--- config.mk ---
export PLATFORM = sky130hd
export DESIGN_NAME = riscv_demux_collector
export DESIGN_NICKNAME = d
export VERILOG_FILES = /design/src/rtl/riscv_demux_collector_pkg.sv /design/src/rtl/riscv_demux_collector.sv
export SDC_FILE = /design/constraint.sdc
export NUM_CORES = 1
export LEC_CHECK = 0
export ABC_AREA = 1
export CAP_MARGIN = 20
export CORE_UTILIZATION = 30
export CTS_CLUSTER_SIZE = 24
export DETAILED_ROUTE_END_ITERATION = 6
export GPL_ROUTABILITY_DRIVEN = 0
export GPL_TIMING_DRIVEN = 1
export PLACE_DENSITY = 0.63
export SLEW_MARGIN = 40
export SYNTH_ARGS = -nofsm -noshare
export SYNTH_HDL_FRONTEND = slang
export SYNTH_SLANG_ARGS = --single-unit
--- constraint.sdc ---
create_clock -name i_clk -period 1.69 [get_ports i_clk]
set_input_delay 0.507 -clock i_clk [delete_from_list [all_inputs] [get_ports i_clk]]
set_output_delay 0.507 -clock i_clk [all_outputs]
set_load 0.1 [all_outputs]
--- src/rtl/riscv_demux_collector_pkg.sv ---
// Shared definitions for the demux collector.
// Supplies the machine word width (XLEN, overridable by a global define
// from the core configuration) and the collector state encoding.
`ifndef XLEN
`define XLEN 32
`endif

package riscv_demux_collector_pkg;

    localparam int XLEN = `XLEN;

    typedef enum logic {
        COLLECT = 1'b0,
        FULL    = 1'b1
    } state_e;

endpackage

--- src/rtl/riscv_demux_collector.sv ---
// riscv_demux_collector
// Reassembles a stream of slot-tagged XLEN words into one packed bundle
// {slot N-1, ..., slot 0} and hands it off with a valid/ready handshake.
//
// Ports:
//   i_clk                rising-edge clock
//   i_rstn               asynchronous active-low reset
//   i_demux_clear        synchronous clear of all slot-valid flags (drops a FULL bundle)
//   i_demux_data         write word
//   i_demux_sel          target slot index
//   i_demux_valid        write request
//   o_demux_ready        collector accepts a write this cycle
//   o_demux_concat_data  packed slots, slot i at [XLEN*(i+1)-1 -: XLEN]
//   o_demux_slot_vld     per-slot written flags
//   o_demux_valid        all slots written, bundle available
//   i_demux_ready        consumer takes the bundle
//
// State | meaning
// ------+----------------------------------------------------------
// COLLECT | accepting writes; moves to FULL when the last flag is set
// FULL    | bundle presented; writes refused until the consumer takes it
module riscv_demux_collector
    import riscv_demux_collector_pkg::*;
#(
    parameter int N_DEMUX_OUT = 4
) (
    input  logic                            i_clk,
    input  logic                            i_rstn,
    input  logic                            i_demux_clear,
    input  logic [XLEN-1:0]                 i_demux_data,
    input  logic [$clog2(N_DEMUX_OUT)-1:0]  i_demux_sel,
    input  logic                            i_demux_valid,
    output logic                            o_demux_ready,
    output logic [N_DEMUX_OUT*XLEN-1:0]     o_demux_concat_data,
    output logic [N_DEMUX_OUT-1:0]          o_demux_slot_vld,
    output logic                            o_demux_valid,
    input  logic                            i_demux_ready
);

    localparam int SEL_W = $clog2(N_DEMUX_OUT);

    state_e                 state_q, state_d;
    logic [N_DEMUX_OUT-1:0] slot_vld_q, slot_vld_d;
    logic                   accept;

    // Clear wins over everything; a write in the same cycle is discarded.
    // Out-of-range selects (non-power-of-two N) match no slot, so they are
    // accepted but change nothing.
    always_comb begin
        state_d    = state_q;
        slot_vld_d = slot_vld_q;
        accept     = 1'b0;
        if (i_demux_clear) begin
            slot_vld_d = '0;
            state_d    = COLLECT;
        end else begin
            case (state_q)
                COLLECT: begin
                    accept = i_demux_valid;
                    if (accept) begin
                        for (int i = 0; i < N_DEMUX_OUT; i++) begin
                            if (i_demux_sel == SEL_W'(i)) begin
                                slot_vld_d[i] = 1'b1;
                            end
                        end
                    end
                    if (&slot_vld_d) begin
                        state_d = FULL;
                    end
                end
                FULL: begin
                    if (i_demux_ready) begin
                        slot_vld_d = '0;
                        state_d    = COLLECT;
                    end
                end
                default: begin
                    state_d = COLLECT;
                end
            endcase
        end
    end

    always_ff @(posedge i_clk or negedge i_rstn) begin
        if (!i_rstn) begin
            state_q    <= COLLECT;
            slot_vld_q <= '0;
        end else begin
            state_q    <= state_d;
            slot_vld_q <= slot_vld_d;
        end
    end

    // Slot data is only loaded on an accepted write; drain and clear leave it intact.
    for (genvar g = 0; g < N_DEMUX_OUT; g++) begin : g_slot
        logic [XLEN-1:0] slot_d, slot_q;

        always_comb begin
            slot_d = slot_q;
            if (accept && (i_demux_sel == SEL_W'(g))) begin
                slot_d = i_demux_data;
            end
        end

        always_ff @(posedge i_clk or negedge i_rstn) begin
            if (!i_rstn) begin
                slot_q <= '0;
            end else begin
                slot_q <= slot_d;
            end
        end

        assign o_demux_concat_data[XLEN*(g+1)-1 -: XLEN] = slot_q;
    end

    assign o_demux_slot_vld = slot_vld_q;
    assign o_demux_ready    = (state_q == COLLECT);
    assign o_demux_valid    = (state_q == FULL);

endmodule

# Yosys cells after proc, flatten, opt, wreduce, memory -nomap -nowiden
# Cells that the tools add are included.
[word_totals] elab_cells=33 latchBits=0 rom_bits=0 register_bits=133 input_bits=39 memories=0 ram_bits=0
[op_classes] n_shift=0 magnitude_cmp=0 addsub=0 bitwise_logic=1 eq_ne=4 reduce_logical=6 n_mul=0 muxes=16 div=0
[ops] cell="4-bit 2-to-1 mux" n=5
[ops] cell="1-bit 2-to-1 mux" n=9
[ops] cell="4-bit case mux with 2 select lines" n=1
[ops] cell="2-bit == test, second input constant" n=2
[ops] cell="1-bit logical AND" n=4
[ops] cell="4-bit AND reduction" n=1
[ops] cell="3-bit != test, second input constant" n=1
[ops] cell="2-bit by 1-bit == test with 1-bit output, second input constant" n=1
[ops] cell="2-bit logical NOT" n=1
[ops] cell="1-bit case mux with 2 select lines" n=1
[ops] cell="1-bit inverter" n=1

# Depth between registers and ports, before layout
# Gate-level depths: netlist of run 1.
[depth] word_depth=9 ltp_mapped=8 mapped_depth_nobuf=7

# Worst setup path before layout of run 1
# Ideal clock, no wire load.
[synth_timing] kind="register -> register" startpoint="register state_q, in the netlist o_demux_valid" endpoint="register g_slot[0].slot_q[4]" required_ns=1.607 setup_time_ns=0.083 period_less_slack_ns=2.251 stages_incl_launch_ff=8 arrival_time_ns=2.169 n_path_buf=1 setup_slack_ns=-0.561 path_cell_list="dfrtp_1 > inv_2 > nand2_2 > nor2_8 > nand2_2 > buf_2 > nand2_1 > o21ai_0"
[synth_between] elab_chain_len=3
[synth_lines] item="start: declaration" line_no="riscv_demux_collector.sv:42" source="state_e state_q, state_d;"
[synth_lines] item="start signal: assignment" line_no="riscv_demux_collector.sv:89" source="state_q <= state_d;"
[synth_lines] item="1-bit 2-to-1 mux" line_no="riscv_demux_collector.sv:57" source="case (state_q)"
[synth_lines] item="1-bit 2-to-1 mux" line_no="riscv_demux_collector.sv:53" source="if (i_demux_clear) begin"
[synth_lines] item="1-bit logical AND" line_no="riscv_demux_collector.sv:100" source="if (accept && (i_demux_sel == SEL_W'(g))) begin"
[synth_lines] item="end signal: assignment" line_no="riscv_demux_collector.sv:109" source="slot_q <= slot_d;"
[synth_lines] item="end: declaration" line_no="riscv_demux_collector.sv:96" source="logic [XLEN-1:0] slot_d, slot_q;"
# No other way between the ends.
# A chain may end at the register's enable or synchronous reset.

# Worst setup path after layout of run 1
[layout_timing] startpoint="register state_q, in the netlist o_demux_valid" endpoint="output port o_demux_ready"
[layout_between] elab_chain_len=1
[layout_lines] item="1-bit inverter"
[layout_lines] item="end: declaration" line_no="riscv_demux_collector.sv:33" source="output logic o_demux_ready,"
# No other way between the ends.

==> flow_summary.json, run 1 <==
{
  "drtIter0Drc": 190,
  "power_density_nw_per_um2": 1810,
  "crit_fanout": 2,
  "p_leak_nw": 4.28,
  "hp-class": "in2async",
  "ir_drop_v": 0.00112,
  "start_util_pct": 30.6,
  "fin_crit_sh_pct": 99.4,
  "cts_tree": "done",
  "wl_um": 13400,
  "fin_cells": 902,
  "drc": 0,
  "cp-end-kind": "output port",
  "grt_pass1_vias": 4130,
  "postSynthCellCount": 482,
  "yosysTopAreaCellShare_pct": 65.5,
  "clk_pin_slew_ns": 0.06,
  "die_h_um": 132,
  "tightestPinTransition_ns": 0.564,
  "power.switching_mw": 7.48,
  "setup.worst_path.class": "reg2out",
  "cp_top_family": "flip-flops",
  "place_inst": 870,
  "hold_viol": 0,
  "die_width_um": 132,
  "dp_hpwl_um": 9900,
  "ios": 173,
  "slowest_stage": "dfrtp_4",
  "vias": 3997,
  "rows": 47,
  "diodes": 0,
  "total_power_mw": 16.5,
  "viasPerCell": 4.43,
  "antenna_found_initial": 0,
  "combPwrFrac_pct": 49.5,
  "clk_latency_ns": 0.41,
  "final_layout_size_suffix_gt1_share_pct": 31.8,
  "wirelength_met1_um": 5400,
  "ctsRootBufferMaster": "clkbuf_16",
  "dieArea_um2": 17500,
  "mostFrequentLayoutCells": "buf_12 (145), nand2_1 (137), dfrtp_1 (132), o21ai_1 (98)",
  "cts_buffers": 17,
  "routedWlPerCell_um": 14.9,
  "met2RoutedLength_um": 6900,
  "grt_pass1_wl_um": 22100,
  "post_dp_cell_area_um2": 8500,
  "grt_remaining_overflow": 0,
  "startpoint_type": "flip-flop",
  "p_clk_share_pct": 23.1,
  "skew_ns": 0.00949,
  "syn_nets": 521,
  "grt_max_degree": 40,
  "status": "completed",
  "p_int_mw": 9.03,
  "maxCapViolations": 0,
  "syn_area_per_cell_um2": 10.5,
  "worst-path-buf-inv": 2,
  "synth_area_leaders": "dfrtp_1 (66%), nand2_1 (10%), o21ai_1 (9.7%)",
  "critical_path.max_stage_delay_ns": 0.52,
  "final_nets": 709,
  "cp_cell_sequence": "inv_8 -> buf_12",
  "finalInstanceArea_um2": 9120,
  "drtAntennaViolNets": 0,
  "core_um2": 16600,
  "setup_viol": 0,
  "grt_use_total_pct": 16.3,
  "finalMaxSlewViolations": 0,
  "synth_cell_types": 19,
  "slew_headroom_pct": 62.4,
  "cts-htree-levels": 4,
  "cts_max_path_buffers": 2,
  "top_layer_used": "met4",
  "yosys_warnings": 0,
  "fin_crit_ns": 1.68,
  "ys_seq_area_share_pct": 65.5,
  "clock-sinks": 133,
  "syn_area_um2": 5080,
  "routed-wl-met3_um": 974,
  "ys_seq_elements": 133,
  "clock.fmax_mhz": 595,
  "crit_arrival_ns": 1.17,
  "cts_resized": 0,
  "rsz0062_at_grt": "yes",
  "seqPwrFrac_pct": 27.4,
  "port_buffers": 172,
  "sw_frac_of_total_pct": 45.3,
  "yosysTopAreaCell": "dfrtp_1",
  "area_delta_synth_final_pct": 79.4,
  "critPathRequiredTime_ns": 1.18,
  "final_common_cell": "buf_12",
  "dr.pass1.iters": 4,
  "setup_tns_ns": 0
}
-- worst register-to-register path, stage by stage, from the launching register on --
cell and delay (ns):
dfrtp_4 0.52, inv_8 0.07, buf_4 0.14, nand2_2 0.09
nor2_8 0.15, nand2_2 0.11, buf_12 0.18, nand2_1 0.10
o21ai_1 0.07
-- layer usage --
metal / global-route usage (%) / up-vias
met3: 6.46 / 11
met4: 5.43 / 0
li1: - / 1936
met5: 0 / -
met2: 27.5 / 134
met1: 19.0 / 1916
-- flip-flops by register name, summed over array words and instances (netlist names) --
| signal | flops |
|---|---|
| o_demux_slot_vld | 4 |
| o_demux_valid | 1 |
| g_slot.slot_q | 128 |
-- final cells by class --
cell class / count / area, um^2
Clock buffer: 19 / 433
Clock inverter: 12 / 179
Fill cell: 1347 / 7470
Inverter: 38 / 150
Multi-Input combinational cell: 285 / 1380
Sequential cell: 133 / 3330
Tap cell: 220 / 275
Timing Repair Buffer: 195 / 3370
-- power by group through the flow --
stage	logic, mW	registers (mW)	clock network (mW)
global route	8.40	4.59	4.05
global placement	8.16	4.54	0
floorplan	0.639	8.68	0
CTS	8.24	4.52	3.89
finish	8.18	4.52	3.82
detailed placement	8.23	4.56	0
-- synthesized netlist by cell type --
cell type / number
nor2_8: 1
a21oi_1: 2
buf_4: 4
nand3_4: 2
nand3_1: 6
nor2_1: 2
nand2_2: 3
buf_6: 15
nand2_1: 137
buf_2: 6
o21ai_0: 11
o21ai_2: 21
clkbuf_2: 1
nor2_2: 1
dfrtp_1: 133
inv_2: 1
nor3_1: 1
inv_1: 37
o21ai_1: 98
-- stage by stage --
| stage | hold WS, ns | worst slack (ns) | utilization (%) |
|---|---|---|---|
| after floorplan | 0.211 | 0.0103 | - |
| after global placement | 0.531 | -0.128 | 51.2 |
| after detailed placement | 0.534 | -0.183 | 51.2 |
| after CTS | 0.0985 | -0.00798 | 55.0 |
| after global routing | 0.111 | -0.0310 | 55.0 |
| final | 0.0886 | 0.00955 | 55.0 |
-- worst paths after layout --
path / from / endpoint / slack (ns) / cells past startpoint
max reg2reg: o_demux_valid / g_slot[1].slot_q[11] / 0.14 / 8
max: o_demux_valid / o_demux_ready / 0.01 / 2
min in group i_clk: g_slot[1].slot_q[14] / g_slot[1].slot_q[14] / 0.54 / 2
min: i_rstn / g_slot[3].slot_q[26] / 0.09 / 1
min reg2reg: g_slot[1].slot_q[14] / g_slot[1].slot_q[14] / 0.54 / 2
max in group asynchronous: i_rstn / g_slot[1].slot_q[2] / 1.04 / 2
-- cells by family after synthesis --
| family | after synthesis | share of synthesized area (%) |
|---|---|---|
| DFF | 133 | 65.5 |
| and+or+nand+nor | 153 | 12.5 |
| buffers and inverters | 64 | 7.41 |
| AOI/OAI and AO/OA | 132 | 14.6 |
-- timing repair --
item	in CTS	in global routing
hold buffers	0	0
setup buffers	1	0
endpoints found under the setup margin	1	1
(Power assumes the default switching activity.)
==> run 2, diff against run 1 <==
--- a/config.mk
+++ b/config.mk
@@ -6,13 +6,13 @@
 export NUM_CORES = 1
 export LEC_CHECK = 0
 export ABC_AREA = 1
-export CAP_MARGIN = 20
-export CORE_UTILIZATION = 30
+export CORE_UTILIZATION = 47
+export CTS_BUF_LIST = sky130_fd_sc_hd__clkbuf_4
 export CTS_CLUSTER_SIZE = 24
 export DETAILED_ROUTE_END_ITERATION = 6
 export GPL_ROUTABILITY_DRIVEN = 0
 export GPL_TIMING_DRIVEN = 1
-export PLACE_DENSITY = 0.63
+export PLACE_DENSITY = 0.88
 export SLEW_MARGIN = 40
 export SYNTH_ARGS = -nofsm -noshare
 export SYNTH_HDL_FRONTEND = slang
==> run 2 against run 1 <==
The run now ends with negative setup slack left. Worst hold slack better by 0.46 ns. Combinational power up 1%. Clock-buffer cell count down 1. Die area down 36%. Critical path depth unchanged. Final area down 4.6%. Critical path type unchanged.
==> flow_summary.json, run 2 (synthesis results as in run 1) <==
{
  "setup_viol": 2,
  "dp_hpwl_um": 10800,
  "grt_max_degree": 73,
  "dr.pass1.iters": 5,
  "tightestPinTransition_ns": 0.383,
  "routedWlPerCell_um": 18.0,
  "dp_slack_ns": -0.281,
  "clock-sinks": 133,
  "rows": 37,
  "hp-class": "in2async",
  "failed_checks": "negative setup slack",
  "cp-end-kind": "output port",
  "met1_usage_pct": 30.9,
  "p_leak_nw": 4.15,
  "rsz0062_at_grt": "yes",
  "largest_reg_flops": 128,
  "fillCellCount": 523,
  "final_common_cell": "buf_12",
  "cts-htree-levels": 4,
  "crit_arrival_ns": 1.26,
  "power_density_nw_per_um2": 1700,
  "grt_remaining_overflow": 0,
  "grt_use_total_pct": 27.7,
  "fin_crit_ns": 1.77,
  "ir_drop_v": 0.00120,
  "fin_crit_sh_pct": 105,
  "grt_pass1_vias": 4518,
  "port_buffers": 172,
  "cts_max_path_buffers": 2,
  "vias": 4286,
  "setup_slack_ns": -0.0789,
  "wl_um": 14800,
  "cts_buffers": 17,
  "skew_ns": 0.0236,
  "clk_pin_slew_ns": 0.13,
  "drtAntennaViolNets": 0,
  "status": "finished, violations left",
  "viasPerCell": 5.20,
  "regMostFlops": "g_slot.slot_q",
  "dieArea_um2": 11200,
  "use_met3_pct": 7.17,
  "final_layout_size_suffix_gt1_share_pct": 32.8,
  "ctsRootBufferMaster": "clkbuf_4",
  "use_met2_pct": 51.1,
  "mostFrequentLayoutCells": "buf_12 (144), nand2_1 (137), dfrtp_1 (131), o21ai_1 (99)",
  "fin_cells": 825,
  "maxCapViolations": 0,
  "place_inst": 782,
  "startpoint_type": "flip-flop",
  "grt_pass1_wl_um": 23600,
  "clk_latency_ns": 0.48,
  "diodes": 0,
  "hold_slack_ns": 0.546,
  "finalMaxSlewViolations": 0,
  "ios": 173,
  "die_width_um": 106,
  "crit_fanout": 2,
  "antenna_found_initial": 0,
  "area_delta_synth_final_pct": 71.2,
  "slew_headroom_pct": 74.5,
  "core_um2": 10400,
  "busiest_layer": "met2",
  "setup.worst_path.class": "reg2out",
  "hold_viol": 0,
  "regArea_um2": 3330,
  "multi_input_area_um2": 1380,
  "start_util_pct": 48.8,
  "critPathRequiredTime_ns": 1.18,
  "fin_util_pct": 83.5,
  "cts_tree": "done",
  "drc": 0,
  "final_nets": 715,
  "die_h_um": 106,
  "drtIter0Drc": 244,
  "total_power_mw": 14.8,
  "clock.fmax_mhz": 565
}
-- run 2: cell types whose count changed in the layout (fill, tap and decap cells not counted), sizes merged --
cell         change
clkinvlp         +2
buf              +5
dlygate4sd3      +1
clkinv           +1
clkbuf           -1
bufinv           -3
inv              +2
-- run 2: through the flow --
stage	TNS (ns)	instance area, um^2
final	-0.104	8700
after global routing	-0.321	8700
after CTS	-0.204	8640
after detailed placement	-19.47	8350
after global placement	-12.32	8350
after floorplan	0	5090
-- run 2: layout make-up --
class	count	area share (%)
Timing Repair Buffer	201	39.1
Sequential cell	133	38.3
Multi-Input combinational cell	285	15.8
Tap cell	136	1.96
Inverter	38	1.73
Clock buffer	18	1.55
Clock inverter	14	1.48
-- run 2: timing repair --
action / 4_1_cts / 5_1_grt
gates resized for setup: 0 / 2
hold endpoints to repair: 6 / 0
setup endpoints to repair: 4 / 18
buffers inserted: 2 / 8
hold buffers: 1 / 0
-- run 2: worst paths after layout --
check                               startpoint                   end  slack (ns)  depth (start not counted)
max                              o_demux_valid         o_demux_ready       -0.08                          2
min                                     i_rstn   o_demux_slot_vld[1]        0.55                          3
max reg2reg                      o_demux_valid  g_slot[1].slot_q[20]        0.08                          8
min reg2reg                g_slot[1].slot_q[1]   g_slot[1].slot_q[1]        0.56                          2
max in group asynchronous               i_rstn  g_slot[1].slot_q[19]        0.79                          3
min in group i_clk         g_slot[1].slot_q[1]   g_slot[1].slot_q[1]        0.56                          2
-- run 2: worst max-delay path: stages (launching register included) --
cell and delay, ns:
dfrtp_4 0.54, inv_8 0.07, buf_12 0.16
-- run 2: where the power goes --
part	switching, mW	total (mW)	internal (mW)	leakage, nW
Combinational	5.50	8.30	2.80	2.34
Sequential	0.733	4.52	3.79	1.68
Clock	1.19	1.95	0.759	0.133
-- run 2: layer usage --
metal	vias to the layer above	share of wire, %
met1	2157	36
met2	161	56
met5	-	0
met3	22	6.3
li1	1946	-
met4	0	1.7
==> run 3, diff against run 2 <==
--- a/config.mk
+++ b/config.mk
@@ -6,6 +6,7 @@
 export NUM_CORES = 1
 export LEC_CHECK = 0
 export ABC_AREA = 1
+export CAP_MARGIN = 20
 export CORE_UTILIZATION = 47
 export CTS_BUF_LIST = sky130_fd_sc_hd__clkbuf_4
 export CTS_CLUSTER_SIZE = 24
@@ -13,6 +14,7 @@
 export GPL_ROUTABILITY_DRIVEN = 0
 export GPL_TIMING_DRIVEN = 1
 export PLACE_DENSITY = 0.88
+export RECOVER_POWER = 50
 export SLEW_MARGIN = 40
 export SYNTH_ARGS = -nofsm -noshare
 export SYNTH_HDL_FRONTEND = slang
==> run 3 against run 2 <==
The run still ends with negative setup slack left. Sequential share of layout area up 0.36 points. Utilization down 0.78 points. Sequential cell count unchanged. Critical path depth unchanged. Critical path type unchanged. Critical endpoint unchanged. Highest routed layer unchanged.
==> flow_summary.json, run 3 (synthesis results as in run 1) <==
{
  "vias": 4284,
  "min_from": "g_slot[1].slot_q[1]",
  "r2r-start": "o_demux_valid",
  "total_power_mw": 14.8,
  "skew_ns": 0.0239,
  "min_path_cells": 2,
  "clk_pin_slew_ns": 0.13,
  "setup.worst_path.class": "reg2out",
  "clock-sinks": 133,
  "cp_cell_sequence": "inv_8 -> buf_12",
  "fin_crit_ns": 1.77,
  "crit_arrival_ns": 1.26,
  "hold_slack_ns": 0.559,
  "r2r_slack_ns": 0.02,
  "die_h_um": 106,
  "ir_drop_v": 0.00120,
  "wl_um": 14800,
  "drtIter0Drc": 274,
  "critical_path.max_stage_delay_ns": 0.54,
  "grt_use_total_pct": 27.7,
  "ff2ff_path_depth": 7,
  "finalMaxSlewViolations": 0,
  "dieArea_um2": 11200,
  "ios": 173,
  "rows": 37,
  "drtAntennaViolNets": 0,
  "busiest_layer": "met2",
  "status": "finished, violations left",
  "final_layout_size_suffix_gt1_share_pct": 32.1,
  "clock.fmax_mhz": 566,
  "whs_endpoint": "g_slot[1].slot_q[1]",
  "port_buffers": 172,
  "cts_max_path_buffers": 2,
  "start_util_pct": 48.8,
  "clk_latency_ns": 0.48,
  "power.switching_mw": 7.42,
  "die_width_um": 106,
  "regMostFlops": "g_slot.slot_q",
  "grt_pass1_vias": 4518,
  "grt_max_degree": 73,
  "met1_usage_pct": 30.9,
  "setup_viol": 2,
  "drc": 0,
  "viasPerCell": 5.19,
  "rsz0062_at_grt": "yes",
  "cts-htree-levels": 4,
  "diodes": 0,
  "dr.pass1.iters": 5,
  "hp-class": "reg2reg",
  "p_clk_share_pct": 13.2,
  "ctsRootBufferMaster": "clkbuf_4",
  "setup_slack_ns": -0.0780,
  "grt_pass1_wl_um": 23600,
  "slowest_stage": "dfrtp_4",
  "p_leak_nw": 4.12,
  "largest_reg_flops": 128,
  "crit_fanout": 2,
  "fin_crit_sh_pct": 105,
  "fillCellCount": 540,
  "slew_headroom_pct": 36.9,
  "hold_viol": 0,
  "mostFrequentLayoutCells": "nand2_1 (140), buf_12 (140), dfrtp_1 (131), o21ai_1 (99), inv_1 (37)",
  "failed_checks": "negative setup slack",
  "grt_remaining_overflow": 0,
  "cp-end-kind": "output port",
  "final_nets": 715,
  "r2r_end": "g_slot[0].slot_q[23]",
  "maxCapViolations": 0,
  "dp_slack_ns": -0.281,
  "seqPwrFrac_pct": 30.7,
  "sw_frac_of_total_pct": 50.3,
  "cp_top_family": "flip-flops",
  "routedWlPerCell_um": 18.0,
  "cts_buffers": 17,
  "antenna_found_initial": 0,
  "use_met3_pct": 7.17,
  "combPwrFrac_pct": 56.1,
  "core_um2": 10400,
  "use_met2_pct": 51.1,
  "dp_hpwl_um": 10800,
  "power_density_nw_per_um2": 1710,
  "critPathRequiredTime_ns": 1.18,
  "cts_tree": "done",
  "area_delta_synth_final_pct": 69.6,
  "tightestPinTransition_ns": 0.947,
  "startpoint_type": "flip-flop",
  "worst-path-buf-inv": 2,
  "p_int_mw": 7.33
}
-- run 3: changes by cell type in the layout (fill, tap and decap cells not counted), sizes merged --
| cell | delta |
|---|---|
| clkbuf | +4 |
| dlygate4sd3 | +1 |
| clkdlybuf4s50 | -1 |
| buf | -4 |
-- run 3: power groups by stage --
stage / Combinational (mW) / Clock, mW / Sequential [mW]
floorplan: 0.639 / 0 / 8.68
global placement: 8.11 / 0 / 4.52
detailed placement: 8.27 / 0 / 4.58
CTS: 8.29 / 2.00 / 4.53
global route: 8.48 / 2.11 / 4.59
finish: 8.28 / 1.95 / 4.52
-- run 3: how the worst max path moves through the flow --
| stage | from | endpoint | slack (ns) | depth (start not counted) |
|---|---|---|---|---|
| 2_1_floorplan | o_demux_valid | g_slot[1].slot_q[24] | 0.01 | 8 |
| 3_3_place_gp | i_demux_clear | o_demux_slot_vld[2] | -0.12 | 5 |
| 3_5_place_dp | i_demux_clear | o_demux_slot_vld[3] | -0.28 | 5 |
| 4_1_cts | o_demux_valid | o_demux_ready | -0.13 | 2 |
| 5_1_grt | o_demux_valid | o_demux_ready | -0.16 | 2 |
| 6_report | o_demux_valid | o_demux_ready | -0.08 | 2 |
-- run 3: through the flow --
step	TNS (ns)	cells	utilization, %	cell area (um^2)
after floorplan	0	482	-	5090
after global placement	-12.32	782	80.2	8350
after detailed placement	-19.47	782	80.2	8350
after CTS	-0.204	817	82.9	8640
after global routing	-1.67	825	82.7	8620
final	-0.101	825	82.7	8620
-- run 3: timing repair --
item	4_1_cts	5_1_grt
setup endpoints to repair	4	18
resized for setup	0	2
setup buffers	2	8
endpoints found under the hold margin	6	0
hold buffers	1	0
-- run 3: worst min-delay path, cell delays in order, from the launching register on --
cell	delay (ns)
dfrtp_1	0.40
nand2_1	0.08
o21ai_2	0.05
-- run 3: routing by layer --
layer  part of all wire, %  vias to the layer above  wire length (um)
li1                      -                     1944                 -
met1                    36                     2154              5380
met2                    56                      166              8300
met3                   6.1                       20               911
met4                   1.7                        0               255
met5                     0                        -                 0
-- run 3: final cells by class --
| class | count | area [um^2] | area share (%) |
|---|---|---|---|
| inverter | 38 | 150 | 1.74 |
| multi-input combinational | 285 | 1340 | 15.6 |
| sequential | 133 | 3330 | 38.7 |
| timing repair buffer | 201 | 3360 | 39.0 |
| tap | 136 | 170 | 1.97 |
| clock inverter | 14 | 129 | 1.50 |
| clock buffer | 18 | 135 | 1.57 |
